$ cat src/rtl/rr_mux_reg.sv
// rr_mux_reg: N-input arbitrating multiplexer with a registered
// valid/ready output stage. It supports round-robin or fixed-priority
// arbitration, has one cycle of latency, and sustains full throughput.
module rr_mux_reg #(
    parameter  int WIDTH = 64,
    parameter  int N     = 4,
    localparam int SELW  = $clog2(N)
) (
    input  logic               clk,
    input  logic               reset_n,
    input  logic               rr_en,
    input  logic [N-1:0]       in_valid,
    input  logic [N*WIDTH-1:0] in_data,
    output logic [N-1:0]       in_ready,
    output logic               out_valid,
    output logic [WIDTH-1:0]   out_data,
    output logic [SELW-1:0]    out_sel,
    input  logic               out_ready
);

    logic [SELW-1:0]  ptr;
    logic             load;
    logic             gnt_any;
    logic [SELW-1:0]  gnt_idx;
    logic [WIDTH-1:0] gnt_data;

    // The output register may take a new word when it is empty or draining.
    assign load = ~out_valid | out_ready;

    // Search for the first valid channel. In round-robin mode the search
    // starts at ptr; in fixed-priority mode it starts at 0. N is a power of
    // two, so the SELW-bit addition wraps modulo N by itself.
    always_comb begin
        logic [SELW-1:0] idx;
        gnt_any = 1'b0;
        gnt_idx = '0;
        idx     = '0;
        for (int unsigned k = 0; k < N; k++) begin
            idx = SELW'(k) + (rr_en ? ptr : '0);
            if (!gnt_any && in_valid[idx]) begin
                gnt_any = 1'b1;
                gnt_idx = idx;
            end
        end
    end

    // Select the granted word. It feeds only the register, so there is no
    // combinational path from in_data to any output.
    always_comb begin
        gnt_data = in_data[int'(gnt_idx)*WIDTH +: WIDTH];
    end

    // Drive a one-hot ready to the granted channel only while the register
    // can load. Ready is forced low while reset is asserted.
    always_comb begin
        in_ready = '0;
        if (reset_n && load && gnt_any) begin
            in_ready[gnt_idx] = 1'b1;
        end
    end

    // Update the output register and the round-robin pointer on each accept.
    always_ff @(posedge clk or negedge reset_n) begin
        if (!reset_n) begin
            out_valid <= 1'b0;
            out_data  <= '0;
            out_sel   <= '0;
            ptr       <= '0;
        end else if (load) begin
            if (gnt_any) begin
                out_valid <= 1'b1;
                out_data  <= gnt_data;
                out_sel   <= gnt_idx;
                if (rr_en) begin
                    ptr <= gnt_idx + 1'b1;
                end
            end else begin
                out_valid <= 1'b0;
            end
        end
    end

endmodule
$ cat config.mk
export PLATFORM = sky130hd
export DESIGN_NAME = rr_mux_reg
export DESIGN_NICKNAME = d
export VERILOG_FILES = /design/src/rtl/rr_mux_reg.sv
export SDC_FILE = /design/constraint.sdc
export NUM_CORES = 1
export LEC_CHECK = 0
export BUFFER_PORTS_ARGS = -buffer_cell sky130_fd_sc_hd__buf_2
export CELL_PAD_IN_SITES_DETAIL_PLACEMENT = 1
export CELL_PAD_IN_SITES_GLOBAL_PLACEMENT = 1
export CORE_MARGIN = 2
export CORE_UTILIZATION = 31
export CTS_CLUSTER_DIAMETER = 150
export DETAILED_ROUTE_END_ITERATION = 10
export HOLD_SLACK_MARGIN = 0.05
export PLACE_DENSITY = 0.92
export SLEW_MARGIN = 20
export SYNTH_ARGS = -nofsm -noshare
export SYNTH_HDL_FRONTEND = slang
export SYNTH_SLANG_ARGS = --single-unit
$ cat constraint.sdc
create_clock -name clk -period 5.7 [get_ports clk]
set_input_delay 0.285 -clock clk [delete_from_list [all_inputs] [get_ports clk]]
set_output_delay 0.285 -clock clk [all_outputs]
set_load 0.03 [all_outputs]
==> impl_metrics.toml, run 1 <==
[critical_path]
critPathRequiredTime_ns = 5.41
reg2reg_from = "ptr[1]$_DFFE_PN0P_"
arrival_ns = 4.16
path_class = "flip-flop to output pin"
crit_path_start_kind = "flip-flop"
cp-end-kind = "output pin"
critPathMaxFanout = 38
rr_worst_depth = 8
reg2reg_slack_ns = 1.53
timing.rr.end = "out_data[62]$_DFFE_PN0P_"

[power]
p_per_area_nw_per_um2 = 549.6
p_int_mw = 1.898
p_clk_share_pct = 14.1
p_leak_nw = 3.739
swShare_pct = 51.41
combPwrFrac_pct = 62.9
peakVddDrop_mv = 0.1629
power.total_mw = 3.906
p_sw_mw = 2.008
seqPwrFrac_pct = 23.0

[clocking]
path_clk_slew_ns = 0.06
h-tree-depth = 3
clkSinkCount = 69
cts_resized = 0
cts-root-buf = "clkbuf_16"
cts_buffers = 9
cts_hold_buf = 0
max-clock-path-buffers = 2
cts_tree = "yes"
worstSkewPairLatency_ns = 0.33
cts_setup_buffers = 0

[timing]
finalWorstSetupSlack_ns = 1.254
skew_ns = 0.006979
slew_headroom_pct = 33.67
setup_tns_ns = 0
drv_slew = 0
grt_setup_unrepaired = "false"
hold_viol = 0
setup_viol = 0
post-route-period-util_pct = 78.00
tightest_slew_ns = 0.9926
fin_crit_ns = 4.446
fmax_mhz = 224.9

[die]
die_w_um = 131.8
design.core.area_um2 = 15940
fp.dieH_um = 131.8
io_pins = 335
die-area_um2 = 17360
initial_core_util_pct = 31.75
rows = 46

[synthesis]
synthArstFlopShare_pct = 100.0
synth_cells = 513
syn_area_um2 = 5061
synth_edf_count = 0
avgSynthCellArea_um2 = 9.866
yosysSeqAreaShare_pct = 34.12
synth_fp_nets = 777
yosysWarnings = 0
synth_seq_cells = 69
synthFlopType = "dfrtp_1"
synth.distinct_cells = 42

[global_routing]
track_usage_pct = 24.51
grt_first_pass_wirelength_um = 33700
grt_antenna_before_repair = 0
grt_pass1_vias = 6052
grt_max_degree = 72
overflow = 0

[route]
wl_met3_um = 1436
drt_wl_total_um = 21390
wl_met2_um = 10720
vias = 5638
drt_iter0_drc = 278
top_layer = "met4"
drt-met1-wl_um = 8580
ant_nets = 0
drc_errors = 0
wl_per_cell_um = 20.87
vias_per_cell = 5.500
dr.pass1.iters = 7

[status]
status = "finished clean"

[layout]
drive_gt1_share_pct = 48.33
utilization_pct = 44.58
syn_to_final_growth_pct = 40.42
fillers = 1933
nets = 1070
n_antenna_cell = 0

[place]
portBuffers = 334
routabilityCongestion = 0.8342
dp_hpwl_um = 15540
preCtsSetupSlack_ns = 1.665

[flow_run]
drv_cap = 0

[worst_hold_path]
hp-class = "input port to async pin"
synthesized netlist by cell type (2+ instances only):
cell / n / share of area, %
a211oi_1: 109 / 16
nor3_1: 2 / 0.20
nand3_1: 2 / 0.20
and2_1: 2 / 0.25
o21ai_0: 4 / 0.40
o22ai_1: 2 / 0.25
dfrtp_1: 69 / 34
o21a_1: 2 / 0.30
nand2b_1: 3 / 0.37
buf_1: 2 / 0.15
a211oi_2: 20 / 4.9
clkbuf_1: 31 / 2.3
nand3b_1: 2 / 0.30
buf_2: 17 / 1.7
buf_4: 3 / 0.44
mux2_2: 4 / 0.89
o211a_1: 64 / 13
mux2i_1: 66 / 13
nor2_1: 70 / 5.2
nor2b_1: 2 / 0.25
nand2_1: 9 / 0.67
a21oi_1: 3 / 0.30
buf_6: 6 / 1.3
power groups by stage:
stage | logic (mW) | clock network (mW) | registers (mW)
floorplan | 1.31 | 0 | 1.33
global placement | 2.39 | 0 | 0.888
detailed placement | 2.45 | 0 | 0.905
CTS | 2.46 | 0.565 | 0.898
global route | 2.62 | 0.582 | 0.931
finish | 2.46 | 0.551 | 0.899
cell families (layout without fill, tap and decap cells):
kind of cell	after synthesis	in the layout	share of synthesized area [%]
mux	70	70	13.94
compound gates	216	216	37.48
xor+xnor	2	2	0.3462
flops	69	69	34.12
simple gates	96	96	8.059
buf+inv	60	356	6.057
state kept, by name, summed over array words and instances, names as in the netlist:
signal     cells
ptr            2
out_data      64
out_valid      1
out_sel        2
how the worst max path moves through the flow:
stage	start	endpoint	slack, ns	depth (start not counted)
floorplan	ptr[0]$_DFFE_PN0P_	in_ready[1]	2.72	9
global placement	ptr[1]$_DFFE_PN0P_	in_ready[3]	1.90	8
detailed placement	ptr[1]$_DFFE_PN0P_	out_data[62]$_DFFE_PN0P_	1.67	8
CTS	ptr[1]$_DFFE_PN0P_	in_ready[3]	1.34	8
global route	ptr[1]$_DFFE_PN0P_	in_ready[3]	1.05	8
finish	ptr[1]$_DFFE_PN0P_	in_ready[3]	1.25	8
layout make-up:
type | instances | area (µm²) | share of cell area, %
Clock buffer | 13 | 280.3 | 3.944
Sequential cell | 69 | 1727 | 24.30
Timing Repair Buffer | 342 | 1742 | 24.51
Clock inverter | 1 | 5.005 | 0.07042
Tap cell | 216 | 270.3 | 3.803
Multi-Input combinational cell | 384 | 3083 | 43.38
cells in the final DEF, fill, tap and decap left out, types with 2 or more instances in the layout:
cell | synthesis | routed
buf_2 | 17 | 333
a211oi_1 | 109 | 109
nor2_1 | 70 | 69
dfrtp_1 | 69 | 69
mux2i_1 | 66 | 66
o211a_1 | 64 | 64
a211oi_2 | 20 | 20
clkbuf_16 | 0 | 9
buf_4 | 3 | 8
nand2_1 | 9 | 7
mux2_2 | 4 | 4
o21ai_0 | 4 | 4
clkbuf_8 | 0 | 4
nand2b_1 | 3 | 3
a21oi_1 | 3 | 3
nor2b_1 | 2 | 2
o22ai_1 | 2 | 2
and2_1 | 2 | 2
nand3b_1 | 2 | 2
nand3_1 | 2 | 2
nor3_1 | 2 | 2
stage by stage:
step	hold slack, ns	instances	cell area [µm²]
final	0.1078	1025	7107
after global routing	0.1844	1025	7107
after CTS	0.1393	1024	7092
after detailed placement	0.5000	1010	6807
after global placement	0.4889	1010	6807
after floorplan	-0.01059	513	5061
worst max-delay path, stage by stage, from the launching register on:
cell and delay, ns:
dfrtp_1 0.68, o21ai_0 0.30, a32o_1 0.31, o21bai_1 0.28, a2bb2oi_4 0.55, o21a_4 0.66, buf_4 0.61, nor2_1 0.11
buf_2 0.20
layer usage:
layer  up-vias  global-route usage, %
li1       2594                      -
met2       265                  43.37
met5         -                      0
met4         0                  9.601
met3        44                  5.037
met1      2735                  29.17
(Power assumes the default switching activity.)
==> inputs of run 2 (changes only) <==
- CORE_UTILIZATION: 31 -> 27
- PLACE_DENSITY: 0.92 -> 0.86
- clock period: 5.7 -> 4 ns (I/O delays scaled with it)
==> run 2 against run 1 <==
- setup slack got worse by 0.72 ns
- non-clock buffer count rose by 6
- via count fell by 0.53%
- wire length rose by 0.86%
- sequential share of layout area fell by 0.39 points
- total power rose by 45%
- sequential power rose by 42%
- count of clock-buffer cells in the layout did not move
- clock power rose by 43%
- critical endpoint is now out_data[63]$_DFFE_PN0P_
- cell area rose by 1.6%
- combinational power rose by 46%
- clock skew barely moved
- highest routed layer unchanged
==> impl_metrics.toml, run 2 (synthesized netlist as in run 1, its figures left out) <==
[status]
status = "finished clean"

[global_routing]
overflow = 0
grt_pass1_vias = 5942
track_usage_pct = 21.12
grt_first_pass_wirelength_um = 32720
grt_max_degree = 67
grt_antenna_before_repair = 1

[layout]
top_register = "out_data"
largestRegisters = "out_data (64), out_sel (2), ptr (2)"
drive_gt1_share_pct = 48.59
largest_reg_flops = 64
syn_to_final_growth_pct = 42.69
nets = 1076
fillers = 2226
final_common_cell = "buf_2"
final_cell_mix = "buf_2 (333), a211oi_1 (109), nor2_1 (69), dfrtp_1 (69), mux2i_1 (66)"
multi_input_area_um2 = 3083
seqCellArea_um2 = 1727

[critical_path]
crit_path_start_kind = "flip-flop"
path_class = "flip-flop to flip-flop"
crit_family = "compound AO/OA/AOI/OAI gates"
cpMaxStageDelayCell = "dfrtp_1"
arrival_ns = 3.66
reg2reg_from = "ptr[1]$_DFFE_PN0P_"
timing.rr.end = "out_data[63]$_DFFE_PN0P_"
crit_buf_inv = 1
reg2reg_slack_ns = 0.54
critPathRequiredTime_ns = 4.19
path_cells = "o21ai_0 -> a222oi_1 -> o21ai_2 -> o31ai_4 -> nand2_4 -> buf_12 -> a211oi_1 -> a211oi_1"
rr_worst_depth = 8
cp-end-kind = "flip-flop"
critPathMaxStageDelay_ns = 0.68
critPathMostFrequentCell = "a211oi_1"
critPathMaxFanout = 34

[worst_hold_path]
worstHoldStart = "in_data[223]"
hp-class = "input port to flip-flop"
worstHoldPathCells = 3
hold_end = "out_data[31]$_DFFE_PN0P_"

[clocking]
h-tree-depth = 3
cts_buffers = 9
cts_resized = 0
cts-root-buf = "clkbuf_16"
cts_tree = "yes"
clkSinkCount = 69
path_clk_slew_ns = 0.06
max-clock-path-buffers = 2
worstSkewPairLatency_ns = 0.33

[power]
p_int_mw = 2.759
p_leak_nw = 3.784
p_sw_mw = 2.886
combPwrFrac_pct = 63.4
peakVddDrop_mv = 0.2638
p_per_area_nw_per_um2 = 781.7
p_clk_share_pct = 14.0
seqPwrFrac_pct = 22.7
swShare_pct = 51.12

[place]
portBuffers = 334
routabilityCongestion = 0.8277
dp_hpwl_um = 15710

[route]
drt_wl_total_um = 21570
ant_nets = 0
wl_per_cell_um = 20.55
dr.pass1.iters = 4
vias = 5608
vias_per_cell = 5.341
drt_iter0_drc = 287
drc_errors = 0

[flow_run]
drv_cap = 0

[timing]
setup_tns_ns = 0
setup_viol = 0
skew_ns = 0.007460
fmax_mhz = 288.6
hold_viol = 0
slew_headroom_pct = 43.43
grt_setup_unrepaired = "false"
post-route-period-util_pct = 86.61
drv_slew = 0
hold-worst-slack_ns = 0.1991
fin_crit_ns = 3.465
tightest_slew_ns = 0.8486

[die]
design.core.area_um2 = 18520
io_pins = 335
die_w_um = 140.9
rows = 50
fp.dieH_um = 140.9
initial_core_util_pct = 27.33
die-area_um2 = 19860
-- run 2: power by group through the flow --
stage                     logic [mW]  clock network (mW)  registers [mW]
after floorplan                 1.87                   0            1.90
after global placement          3.52                   0            1.27
after detailed placement        3.60                   0            1.29
after CTS                       3.61               0.821            1.28
after global routing            3.82               0.849            1.32
final                           3.58               0.788            1.28
-- run 2: area by class of cell --
class / instances / share of cell area, %
multi-input cells: 384 / 42.69
repair buffers: 348 / 25.36
well taps: 234 / 4.054
clock inverters: 1 / 0.06930
diodes: 1 / 0.03465
clock buffers: 13 / 3.881
flip-flops and latches: 69 / 23.91
-- run 2: how the worst max path moves through the flow --
stage / start / to / cells past startpoint
after floorplan: ptr[0]$_DFFE_PN0P_ / in_ready[1] / 9
after global placement: ptr[1]$_DFFE_PN0P_ / in_ready[0] / 8
after detailed placement: ptr[0]$_DFFE_PN0P_ / out_data[63]$_DFFE_PN0P_ / 8
after CTS: ptr[1]$_DFFE_PN0P_ / in_ready[0] / 8
after global routing: ptr[1]$_DFFE_PN0P_ / out_data[63]$_DFFE_PN0P_ / 8
final: ptr[1]$_DFFE_PN0P_ / out_data[63]$_DFFE_PN0P_ / 8
-- run 2: timing repair --
| action | 4_1_cts | 5_1_grt |
|---|---|---|
| hold buffers | 1 | 0 |
| hold endpoints to repair | 34 | 0 |
| buffers inserted | 0 | 0 |
-- run 2: worst register-to-register path, cell delays in order, from the launching register on --
cell	delay (ns)
dfrtp_1	0.68
o21ai_0	0.31
a222oi_1	0.53
o21ai_2	0.20
o31ai_4	0.50
nand2_4	0.40
buf_12	0.34
a211oi_1	0.29
a211oi_1	0.08
-- run 2: per-layer routing --
layer	track usage (%)	vias to the layer above	part of all wire, %
met2	36.02	261	51
met5	0	-	0
met1	25.41	2697	40
met4	8.947	0	3.3
li1	-	2603	-
met3	5.231	47	6.5
-- run 2: through the flow --
| step | power (mW) | util (%) | setup slack (ns) | instance area (µm²) | cells |
|---|---|---|---|---|---|
| finish | 5.645 | 39.00 | 0.5354 | 7222 | 1050 |
| global route | 5.992 | 39.00 | 0.2440 | 7222 | 1050 |
| CTS | 5.714 | 38.99 | 0.5412 | 7219 | 1049 |
| detailed placement | 4.884 | 37.39 | 0.6298 | 6924 | 1034 |
| global placement | 4.783 | 37.28 | 0.7507 | 6904 | 1033 |
| floorplan | 3.767 | - | 1.106 | 5061 | 513 |
==> inputs of run 3 (changes only) <==
- CORE_UTILIZATION: 27 -> 30
- PLACE_DENSITY: 0.86 -> 0.9
- clock period: 4 -> 3.36 ns (I/O delays scaled with it)
==> run 3 against run 2 <==
- worst hold slack got worse by 0.032 ns
- clock skew up 0.0029 ns
- largest power group unchanged
- global-route usage up 3.1 points
- largest cell class unchanged
- highest routed layer unchanged
==> impl_metrics.toml, run 3 (synthesized netlist as in run 1, its figures left out) <==
[clocking]
cts-root-buf = "clkbuf_16"
cts_buffers = 9
cts_setup_buffers = 0
h-tree-depth = 3
cts_tree = "yes"
path_clk_slew_ns = 0.07
worstSkewPairLatency_ns = 0.34
clkSinkCount = 69
max-clock-path-buffers = 2

[layout]
top_register = "out_data"
drive_gt1_share_pct = 49.40
nets = 1087
n_antenna_cell = 0
final_common_cell = "buf_2"
syn_to_final_growth_pct = 45.24
final_cell_mix = "buf_2 (333), a211oi_1 (109), nor2_1 (69), dfrtp_1 (69), mux2i_1 (66)"
fillers = 2003
largestRegisters = "out_data (64), out_sel (2), ptr (2)"
multi_input_area_um2 = 3078
largest_reg_flops = 64
seqCellArea_um2 = 1727

[route]
vias = 5752
drc_errors = 0
drt_iter0_drc = 211
drt_wl_total_um = 22120
dr.pass1.iters = 4
ant_nets = 0
wl_per_cell_um = 21.11
vias_per_cell = 5.489

[critical_path]
path_cells = "buf_4 -> mux2_2 -> a222oi_1 -> o21ai_2 -> a2bb2oi_4 -> buf_4 -> o21ai_4 -> buf_12 -> nor3_1 -> buf_2"
crit_path_start_kind = "flip-flop"
path_class = "flip-flop to output pin"
crit_family = "compound AO/OA/AOI/OAI gates"
critPathMostFrequentCell = "buf_4"
arrival_ns = 3.02
critPathMaxStageDelay_ns = 0.43
cpMaxStageDelayCell = "a222oi_1"
cp-end-kind = "output pin"
critPathRequiredTime_ns = 3.19
critPathMaxFanout = 43
crit_buf_inv = 4

[power]
power.total_mw = 7.062
peakVddDrop_mv = 0.3550
p_per_area_nw_per_um2 = 960.7
p_leak_nw = 3.854

[timing]
finalWorstSetupSlack_ns = 0.1690
slew_headroom_pct = 39.55
hold-worst-slack_ns = 0.1672
drv_slew = 0
fin_crit_ns = 3.191
skew_ns = 0.01040
tightest_slew_ns = 0.9068
fmax_mhz = 313.4
setup_viol = 0
post-route-period-util_pct = 94.97
hold_viol = 0
setup_tns_ns = 0
grt_setup_unrepaired = "false"

[place]
dp_hpwl_um = 16410
preCtsSetupSlack_ns = 0.3601
routabilityCongestion = 0.8912
portBuffers = 334

[die]
die-area_um2 = 17930
rows = 47
design.core.area_um2 = 16520
initial_core_util_pct = 30.63
io_pins = 335
die_w_um = 133.9
fp.dieH_um = 133.9

[global_routing]
track_usage_pct = 24.21
grt_first_pass_wirelength_um = 33750
grt_antenna_before_repair = 0
overflow = 0
grt_max_degree = 67
grt_pass1_vias = 6155

[worst_hold_path]
hp-class = "input port to flip-flop"

[status]
status = "finished clean"

[flow_run]
drv_cap = 0
run 3: cell count changes in the layout (fill, tap and decap cells not counted):
cell / previous run / this run
clkbuf_8: 4 / 1
buf_16: 0 / 1
o21ai_1: 0 / 2
buf_4: 10 / 21
o21ai_0: 4 / 2
clkinvlp_4: 0 / 2
buf_12: 4 / 3
diode_2: 1 / 0
nand2_2: 1 / 2
nand2_4: 1 / 0
bufinv_16: 0 / 3
run 3: final cells by class:
type,count,area share [%]
Tap cell,220,3.745
Clock inverter,6,1.498
Clock buffer,10,3.251
Timing Repair Buffer,359,26.14
Multi-Input combinational cell,384,41.87
Sequential cell,69,23.49
run 3: routing by layer:
layer / track usage (%) / vias to the layer above / share of wire (%) / routed length [µm]
li1: - / 2624 / - / -
met1: 27.20 / 2812 / 39 / 8555
met2: 44.36 / 277 / 51 / 11350
met3: 5.782 / 39 / 7.5 / 1649
met4: 8.924 / 0 / 2.6 / 571
met5: 0 / - / 0 / 0
run 3: worst paths after layout:
check                                        from                  endpoint  slack, ns  cells past startpoint
max                            ptr[0]$_DFFE_PN0P_               in_ready[0]       0.17                     10
min                                  in_data[243]  out_data[51]$_DFFE_PN0P_       0.17                      3
max reg2reg                    ptr[0]$_DFFE_PN0P_   out_data[5]$_DFFE_PN0P_       0.37                     10
min reg2reg                out_sel[0]$_DFFE_PN0P_    out_sel[0]$_DFFE_PN0P_       0.52                      2
max in group asynchronous                 reset_n  out_data[32]$_DFFE_PN0P_       2.06                      3
min in group asynchronous                 reset_n   out_data[0]$_DFFE_PN0P_       0.20                      2
run 3: stage by stage:
step / cells / area [µm²] / util [%]
final: 1048 / 7351 / 44.48
after global routing: 1048 / 7351 / 44.48
after CTS: 1048 / 7351 / 44.48
after detailed placement: 1031 / 6992 / 42.31
after global placement: 1030 / 6964 / 42.14
after floorplan: 513 / 5061 / -
run 3: tightest hold or removal path, stage by stage:
cell and delay, ns:
buf_2 0.08, a211oi_2 0.05, a211oi_1 0.15
run 3: timing repair:
| action | CTS | global route |
|---|---|---|
| endpoints found under the hold margin | 3 | 0 |
| resized for setup | 0 | 2 |
| hold buffers | 1 | 0 |
| endpoints found under the setup margin | 0 | 1 |
run 3: where the power goes:
| group | total, mW | internal (mW) | switching [mW] | leakage, nW |
|---|---|---|---|---|
| clock | 1.13 | 0.745 | 0.388 | 0.165 |
| sequential | 1.48 | 1.25 | 0.235 | 0.767 |
| combinational | 4.45 | 1.54 | 2.90 | 2.92 |
| total | 7.06 | 3.54 | 3.52 | 3.85 |
